## config.mk

```make
export PLATFORM = sky130hd
export DESIGN_NAME = mips_multicycle_core
export DESIGN_NICKNAME = d
export VERILOG_FILES = /design/src/rtl/mips_multicycle_core.sv
export SDC_FILE = /design/constraint.sdc
export NUM_CORES = 2
export LEC_CHECK = 0
export CAP_MARGIN = 5
export CORE_MARGIN = 2
export CORE_UTILIZATION = 45
export CTS_BUF_LIST = sky130_fd_sc_hd__clkbuf_4 sky130_fd_sc_hd__clkbuf_8
export CTS_CLUSTER_DIAMETER = 60
export DETAILED_ROUTE_END_ITERATION = 10
export DONT_BUFFER_PORTS = 1
export GPL_ROUTABILITY_DRIVEN = 1
export HOLD_SLACK_MARGIN = 0.06
export PLACE_DENSITY_LB_ADDON = 0.08
export SYNTH_ARGS = -nofsm -noshare
export SYNTH_HDL_FRONTEND = slang
export SYNTH_SLANG_ARGS = --single-unit
```

## constraint.sdc

```tcl
create_clock -name clk -period 101.8 [get_ports clk]
set_input_delay 5.09 -clock clk [delete_from_list [all_inputs] [get_ports clk]]
set_output_delay 5.09 -clock clk [all_outputs]
set_load 0.005 [all_outputs]
```

## src/rtl/mips_multicycle_core.sv

```systemverilog
// Multi-cycle MIPS-subset core: one FSM steps a shared ALU and a single unified
// req/ready memory port. Illegal opcode or funct parks the core in a halted trap state.
module mips_multicycle_core #(
  parameter int unsigned       ADDR_W   = 32,
  parameter logic [ADDR_W-1:0] RESET_PC = '0,
  parameter bit                REG_CLR  = 1'b1
) (
  input  logic              clk,
  input  logic              reset,
  output logic              mem_req,
  output logic              mem_we,
  output logic [ADDR_W-1:0] mem_addr,
  output logic [31:0]       mem_wdata,
  input  logic [31:0]       mem_rdata,
  input  logic              mem_ready,
  output logic [ADDR_W-1:0] pc,
  output logic              retire,
  output logic              halted
);

  localparam logic [5:0] OpR    = 6'b000000;
  localparam logic [5:0] OpLw   = 6'b100011;
  localparam logic [5:0] OpSw   = 6'b101011;
  localparam logic [5:0] OpBeq  = 6'b000100;
  localparam logic [5:0] OpJ    = 6'b000010;
  localparam logic [5:0] OpAddi = 6'b001000;
  localparam logic [5:0] OpOri  = 6'b001101;

  localparam logic [5:0] FnAdd = 6'b100000;
  localparam logic [5:0] FnSub = 6'b100010;
  localparam logic [5:0] FnAnd = 6'b100100;
  localparam logic [5:0] FnOr  = 6'b100101;
  localparam logic [5:0] FnSlt = 6'b101010;

  typedef enum logic [3:0] {
    StFetch, StDecode, StExecR, StWbR, StExecI, StWbI, StAddr,
    StMemRd, StWbMem, StMemWr, StBranch, StJump, StTrap
  } state_e;

  typedef enum logic [2:0] {AluAdd, AluSub, AluAnd, AluOr, AluSlt} alu_op_e;

  state_e            state_q, state_d;
  logic [ADDR_W-1:0] pc_q;
  logic [31:0]       ir_q, a_q, b_q, aluout_q, mdr_q;
  logic [31:0]       rf [32];

  logic [5:0]  opcode, funct;
  logic [4:0]  rs, rt, rd;
  logic [15:0] imm;
  logic [31:0] sext_imm, zext_imm, rs_val, rt_val, pc_ext;
  logic        funct_ok;

  assign opcode   = ir_q[31:26];
  assign rs       = ir_q[25:21];
  assign rt       = ir_q[20:16];
  assign rd       = ir_q[15:11];
  assign funct    = ir_q[5:0];
  assign imm      = ir_q[15:0];
  assign sext_imm = {{16{imm[15]}}, imm};
  assign zext_imm = {16'd0, imm};
  assign pc_ext   = 32'(pc_q);
  assign funct_ok = funct inside {FnAdd, FnSub, FnAnd, FnOr, FnSlt};

  assign rs_val = (rs == 5'd0) ? 32'd0 : rf[rs];
  assign rt_val = (rt == 5'd0) ? 32'd0 : rf[rt];

  // Shared ALU: operand selection depends on which step is running.
  logic [31:0] alu_a, alu_b, alu_y;
  alu_op_e     alu_op;

  always_comb begin
    alu_a  = a_q;
    alu_b  = sext_imm;
    alu_op = AluAdd;
    case (state_q)
      StFetch: begin
        alu_a = pc_ext;
        alu_b = 32'd4;
      end
      StDecode: begin
        alu_a = pc_ext;
        alu_b = {sext_imm[29:0], 2'b00};
      end
      StExecR: begin
        alu_b = b_q;
        case (funct)
          FnSub:   alu_op = AluSub;
          FnAnd:   alu_op = AluAnd;
          FnOr:    alu_op = AluOr;
          FnSlt:   alu_op = AluSlt;
          default: alu_op = AluAdd;
        endcase
      end
      StExecI: begin
        if (opcode == OpOri) begin
          alu_b  = zext_imm;
          alu_op = AluOr;
        end
      end
      default: ;
    endcase
  end

  always_comb begin
    case (alu_op)
      AluSub:  alu_y = alu_a - alu_b;
      AluAnd:  alu_y = alu_a & alu_b;
      AluOr:   alu_y = alu_a | alu_b;
      AluSlt:  alu_y = {31'd0, $signed(alu_a) < $signed(alu_b)};
      default: alu_y = alu_a + alu_b;
    endcase
  end

  // Jump keeps PC bits above the 28-bit region; narrow PCs take only the low bits.
  logic [ADDR_W-1:0] jmask, jump_pc, addr_sel;
  assign jmask   = ADDR_W'(28'hFFF_FFFF);
  assign jump_pc = (pc_q & ~jmask) | ADDR_W'({ir_q[25:0], 2'b00});

  assign addr_sel  = (state_q == StFetch) ? pc_q : aluout_q[ADDR_W-1:0];
  assign mem_addr  = {addr_sel[ADDR_W-1:2], 2'b00};
  assign mem_wdata = b_q;
  assign pc        = pc_q;
  assign halted    = (state_q == StTrap);

  // FSM state register
  always_ff @(posedge clk or posedge reset) begin
    if (reset) state_q <= StFetch;
    else       state_q <= state_d;
  end

  // FSM next state
  always_comb begin
    state_d = state_q;
    case (state_q)
      StFetch:  if (mem_ready) state_d = StDecode;
      StDecode: begin
        case (opcode)
          OpR:           state_d = StExecR;
          OpLw, OpSw:    state_d = StAddr;
          OpBeq:         state_d = StBranch;
          OpJ:           state_d = StJump;
          OpAddi, OpOri: state_d = StExecI;
          default:       state_d = StTrap;
        endcase
      end
      StExecR:  state_d = funct_ok ? StWbR : StTrap;
      StExecI:  state_d = StWbI;
      StAddr:   state_d = (opcode == OpLw) ? StMemRd : StMemWr;
      StMemRd:  if (mem_ready) state_d = StWbMem;
      StMemWr:  if (mem_ready) state_d = StFetch;
      StWbR, StWbI, StWbMem, StBranch, StJump: state_d = StFetch;
      StTrap:   state_d = StTrap;
      default:  state_d = StTrap;
    endcase
  end

  // FSM outputs; reset gates them so a mid-access reset drops the request at once.
  always_comb begin
    mem_req = 1'b0;
    mem_we  = 1'b0;
    retire  = 1'b0;
    case (state_q)
      StFetch, StMemRd: mem_req = 1'b1;
      StMemWr: begin
        mem_req = 1'b1;
        mem_we  = 1'b1;
        retire  = mem_ready;
      end
      StWbR, StWbI, StWbMem, StBranch, StJump: retire = 1'b1;
      default: ;
    endcase
    if (reset) begin
      mem_req = 1'b0;
      mem_we  = 1'b0;
      retire  = 1'b0;
    end
  end

  // Datapath registers
  always_ff @(posedge clk or posedge reset) begin
    if (reset) begin
      pc_q     <= RESET_PC;
      ir_q     <= '0;
      a_q      <= '0;
      b_q      <= '0;
      aluout_q <= '0;
      mdr_q    <= '0;
    end else begin
      case (state_q)
        StFetch: begin
          if (mem_ready) begin
            ir_q <= mem_rdata;
            pc_q <= alu_y[ADDR_W-1:0];
          end
        end
        StDecode: begin
          a_q      <= rs_val;
          b_q      <= rt_val;
          aluout_q <= alu_y;
        end
        StExecR:         if (funct_ok) aluout_q <= alu_y;
        StExecI, StAddr: aluout_q <= alu_y;
        StMemRd:         if (mem_ready) mdr_q <= mem_rdata;
        StBranch:        if (a_q == b_q) pc_q <= aluout_q[ADDR_W-1:0];
        StJump:          pc_q <= jump_pc;
        default: ;
      endcase
    end
  end

  // Register file write port
  logic        rf_we;
  logic [4:0]  rf_wa;
  logic [31:0] rf_wd;

  always_comb begin
    rf_we = 1'b0;
    rf_wa = rt;
    rf_wd = aluout_q;
    case (state_q)
      StWbR: begin
        rf_we = 1'b1;
        rf_wa = rd;
      end
      StWbI:   rf_we = 1'b1;
      StWbMem: begin
        rf_we = 1'b1;
        rf_wd = mdr_q;
      end
      default: ;
    endcase
  end

  if (REG_CLR) begin : g_rf_clr
    always_ff @(posedge clk or posedge reset) begin
      if (reset) begin
        for (int i = 0; i < 32; i++) rf[i] <= '0;
      end else if (rf_we && rf_wa != 5'd0) begin
        rf[rf_wa] <= rf_wd;
      end
    end
  end else begin : g_rf_keep
    always_ff @(posedge clk) begin
      if (rf_we && rf_wa != 5'd0) rf[rf_wa] <= rf_wd;
    end
  end

endmodule

```

==> flow_summary.yaml <==
status:
  status: "finished clean"
routing:
  wl_per_cell_um: 29.7
  drc: 0
  vias_per_cell: 6.26
  m1WireLength_mm: 103
  highest_layer: "met5"
  firstDrtPassIters: 7
  wl_met3_mm: 16.4
  drtIter0Drc: 4943
  route.vias.total: 50300
  routed_wl_mm: 239
  wl_met2_mm: 110
  ant_nets: 0
pwr:
  ir_drop_uv: 12.6
  swShare_pct: 23.1
  p_sw_uw: 229
  clkPwrFrac_pct: 50.0
  leakage_nw: 31.0
  internal_power_uw: 761
  power_density_nw_per_um2: 13.5
  combPwrFrac_pct: 1.0
  seqPwrFrac_pct: 49.0
  fin_total_pwr_uw: 990
sta:
  fin_crit_sh_pct: 10.6
  period_needed_ns: 10.76
  maxSlewHeadroom_pct: 17.9
  hold_slack_ns: 0.398
  slew_violations: 0
  rsz0062_at_grt: "no"
  hold_viol: 0
  skew_ns: 0.0439
  setup_tns_ns: 0
  finalSetupViolCount: 0
  fmax_mhz: 92.9
  worstMarginPinSlew_ns: 1.23
floorplan:
  dieWidth_um: 389
  rows: 141
  fp.dieArea_um2: 151000
  ioPinCount: 135
  chipHeight_um: 389
  core_um2: 147000
  start_util_pct: 45.2
yosys:
  synth-seq-cells: 1220
  syn_inst: 6201
  synth.distinct_cells: 87
  synth_seq_area_share_pct: 45.8
  async_reset_ff_share_pct: 100
  synth_edf_count: 0
  synthFlopType: "dfrtp_1"
  synth.avg_cell_area_um2: 10.8
  synth_area_um2: 66700
  yosys_warnings: 0
final_layout:
  nets: 6070
  syn_to_final_growth_pct: 9.54
  post-route-util_pct: 49.5
  drive_gt1_share_pct: 22.1
  fin_cells: 8040
setup_path:
  worstPathArrival_ns: 5.67
  crit_path_max_incr_delay_ns: 0.25
  cp_max_fo: 10
  cp-end-kind: "primary output"
  crit_top_cell: "a21oi_1"
  worstSetupPathType: "in -> out"
  required_ns: 96.71
  cp_slowest_cell: "a21oi_1"
  crit_chain: "o21ai_0, a21oi_1, a21oi_1, nor2_1"
  start_kind: "input pin"
placement:
  dp_hpwl_mm: 145
  portBuffers: 0
  finalWeightedCongestion: 0.952
  dp_cells: 7656
clock_tree:
  clock-sinks: 1220
  postCtsSetupRepairBufs: 0
  postCtsHoldBufs: 0
  clk_latency_ns: 0.98
  postCtsResizedCells: 0
  clock_path_buffers: 3
  ctsRootBufferMaster: "clkbuf_8"
  cts_tree: "built"
  clkTransAtPathRegs_ns: 0.06
  cts_buffers: 209
  h-tree-depth: 4
grt:
  track_usage_pct: 31.8
  grt_pass1_wl_mm: 351
  antenna_found_initial: 7
  overflow: 0
  grt_pass1_vias: 50000
  grt_max_degree: 141
run:
  maxCapViolCount: 0
worst_hold_path:
  hold_class: "reg -> reg"
[worst paths after layout]
path / slack, ns / cells past startpoint / from / to
worst min register to register: 0.40 / 0 / rf[1012] / rf[1012]
max in group asynchronous: 93.31 / 6 / reset / rf[19]
worst max register to register: 95.27 / 17 / state_q[3] / pc[24]
min in group asynchronous: 4.14 / 1 / reset / mdr_q[30]
worst min-delay path: 0.40 / 0 / rf[1012] / rf[1012]
worst max-delay path: 91.04 / 4 / mem_ready / retire
[registers in the layout, summed over array words and instances (netlist names)]
register	cells
a_q	32
aluout_q	32
ir_q	32
mdr_q	32
mem_wdata	32
pc	32
rf	1024
state_q	4
[worst max-delay path: cells and delay by family]
kind | cells | cell delay, ns
AOI/OAI and AO/OA | 3 | 0.47
and+or+nand+nor | 1 | 0.10
[synth_stat cells (24+ instances only)]
cell / count / area, um2
nand3_1: 31 / 155
o22ai_1: 29 / 181
a21oi_1: 612 / 3060
clkbuf_1: 527 / 1980
a221oi_1: 32 / 280
nand2_1: 793 / 2980
o21ai_0: 659 / 3300
buf_2: 37 / 185
mux4_2: 564 / 12700
xnor2_1: 33 / 289
o211ai_1: 32 / 240
mux2i_1: 156 / 1560
o221ai_1: 32 / 280
inv_1: 99 / 372
mux2_2: 135 / 1520
ha_1: 96 / 1200
a22o_1: 42 / 368
buf_1: 56 / 210
nand2b_1: 31 / 194
nor2_1: 615 / 2310
a211oi_1: 24 / 180
nor3_1: 34 / 170
dfrtp_1: 1220 / 30500
a221o_1: 29 / 290
[power by group through the flow]
stage	registers [mW]	logic [mW]	clock network, mW
finish	0.485	0.0102	0.495
global placement	0.494	0.0109	0
CTS	0.485	0.0110	0.503
global route	0.485	0.0122	0.524
detailed placement	0.494	0.0110	0
floorplan	0.495	0.00718	0
[cell usage in the layout (no fill, tap or decap), types with 11 or more instances in the layout]
cell / count
mux4_2: 564
buf_4: 142
mux2_2: 135
a211oi_1: 24
a221oi_1: 32
nand2_1: 778
nor3_1: 32
o31ai_1: 12
a221o_1: 29
clkinv_2: 23
a22o_1: 42
o21bai_1: 19
clkbuf_4: 68
o211ai_1: 32
a21oi_1: 612
nand2_4: 13
o21a_1: 18
clkbuf_8: 272
ha_1: 96
a31oi_1: 11
nor2_1: 598
mux2i_2: 31
dfrtp_1: 1210
xnor2_1: 33
o21ai_0: 659
mux2i_1: 124
nand3_1: 29
o221ai_1: 32
a22oi_1: 19
nor2b_1: 16
a21o_1: 11
nor2_4: 15
o22ai_1: 29
inv_1: 98
nand4_1: 19
nand2b_1: 28
[metal layers]
| metal | GRT usage, % | up-vias |
|---|---|---|
| li1 | - | 22000 |
| met1 | 44.7 | 25900 |
| met2 | 49.6 | 1906 |
| met3 | 5.41 | 481 |
| met4 | 12.2 | 2 |
| met5 | 0 | - |
[metrics by stage]
step / setup WS [ns] / cell area [um2]
2_1_floorplan: 62.34 / 66700
3_3_place_gp: 91.03 / 68400
3_5_place_dp: 91.05 / 68400
4_1_cts: 91.05 / 73100
5_1_grt: 91.01 / 73100
6_report: 91.04 / 73100
[layout make-up]
class / count / area, um2
multi-input cells: 4259 / 33900
inverters: 100 / 383
fillers: 13500 / 74400
clock inverters: 43 / 422
well taps: 1930 / 2410
clock buffers: 340 / 4250
diodes: 1 / 2.50
repair buffers: 147 / 1170
flip-flops and latches: 1220 / 30600
[kinds of logic after synthesis]
family	synth area share, %
flops	45.8
other cells	0.00562
buf+inv	4.16
mux	23.7
xor+xnor	0.446
simple gates	9.95
compound gates	14.2
fa+ha+maj	1.86
No activity file was read; power rests on OpenSTA's default activity.
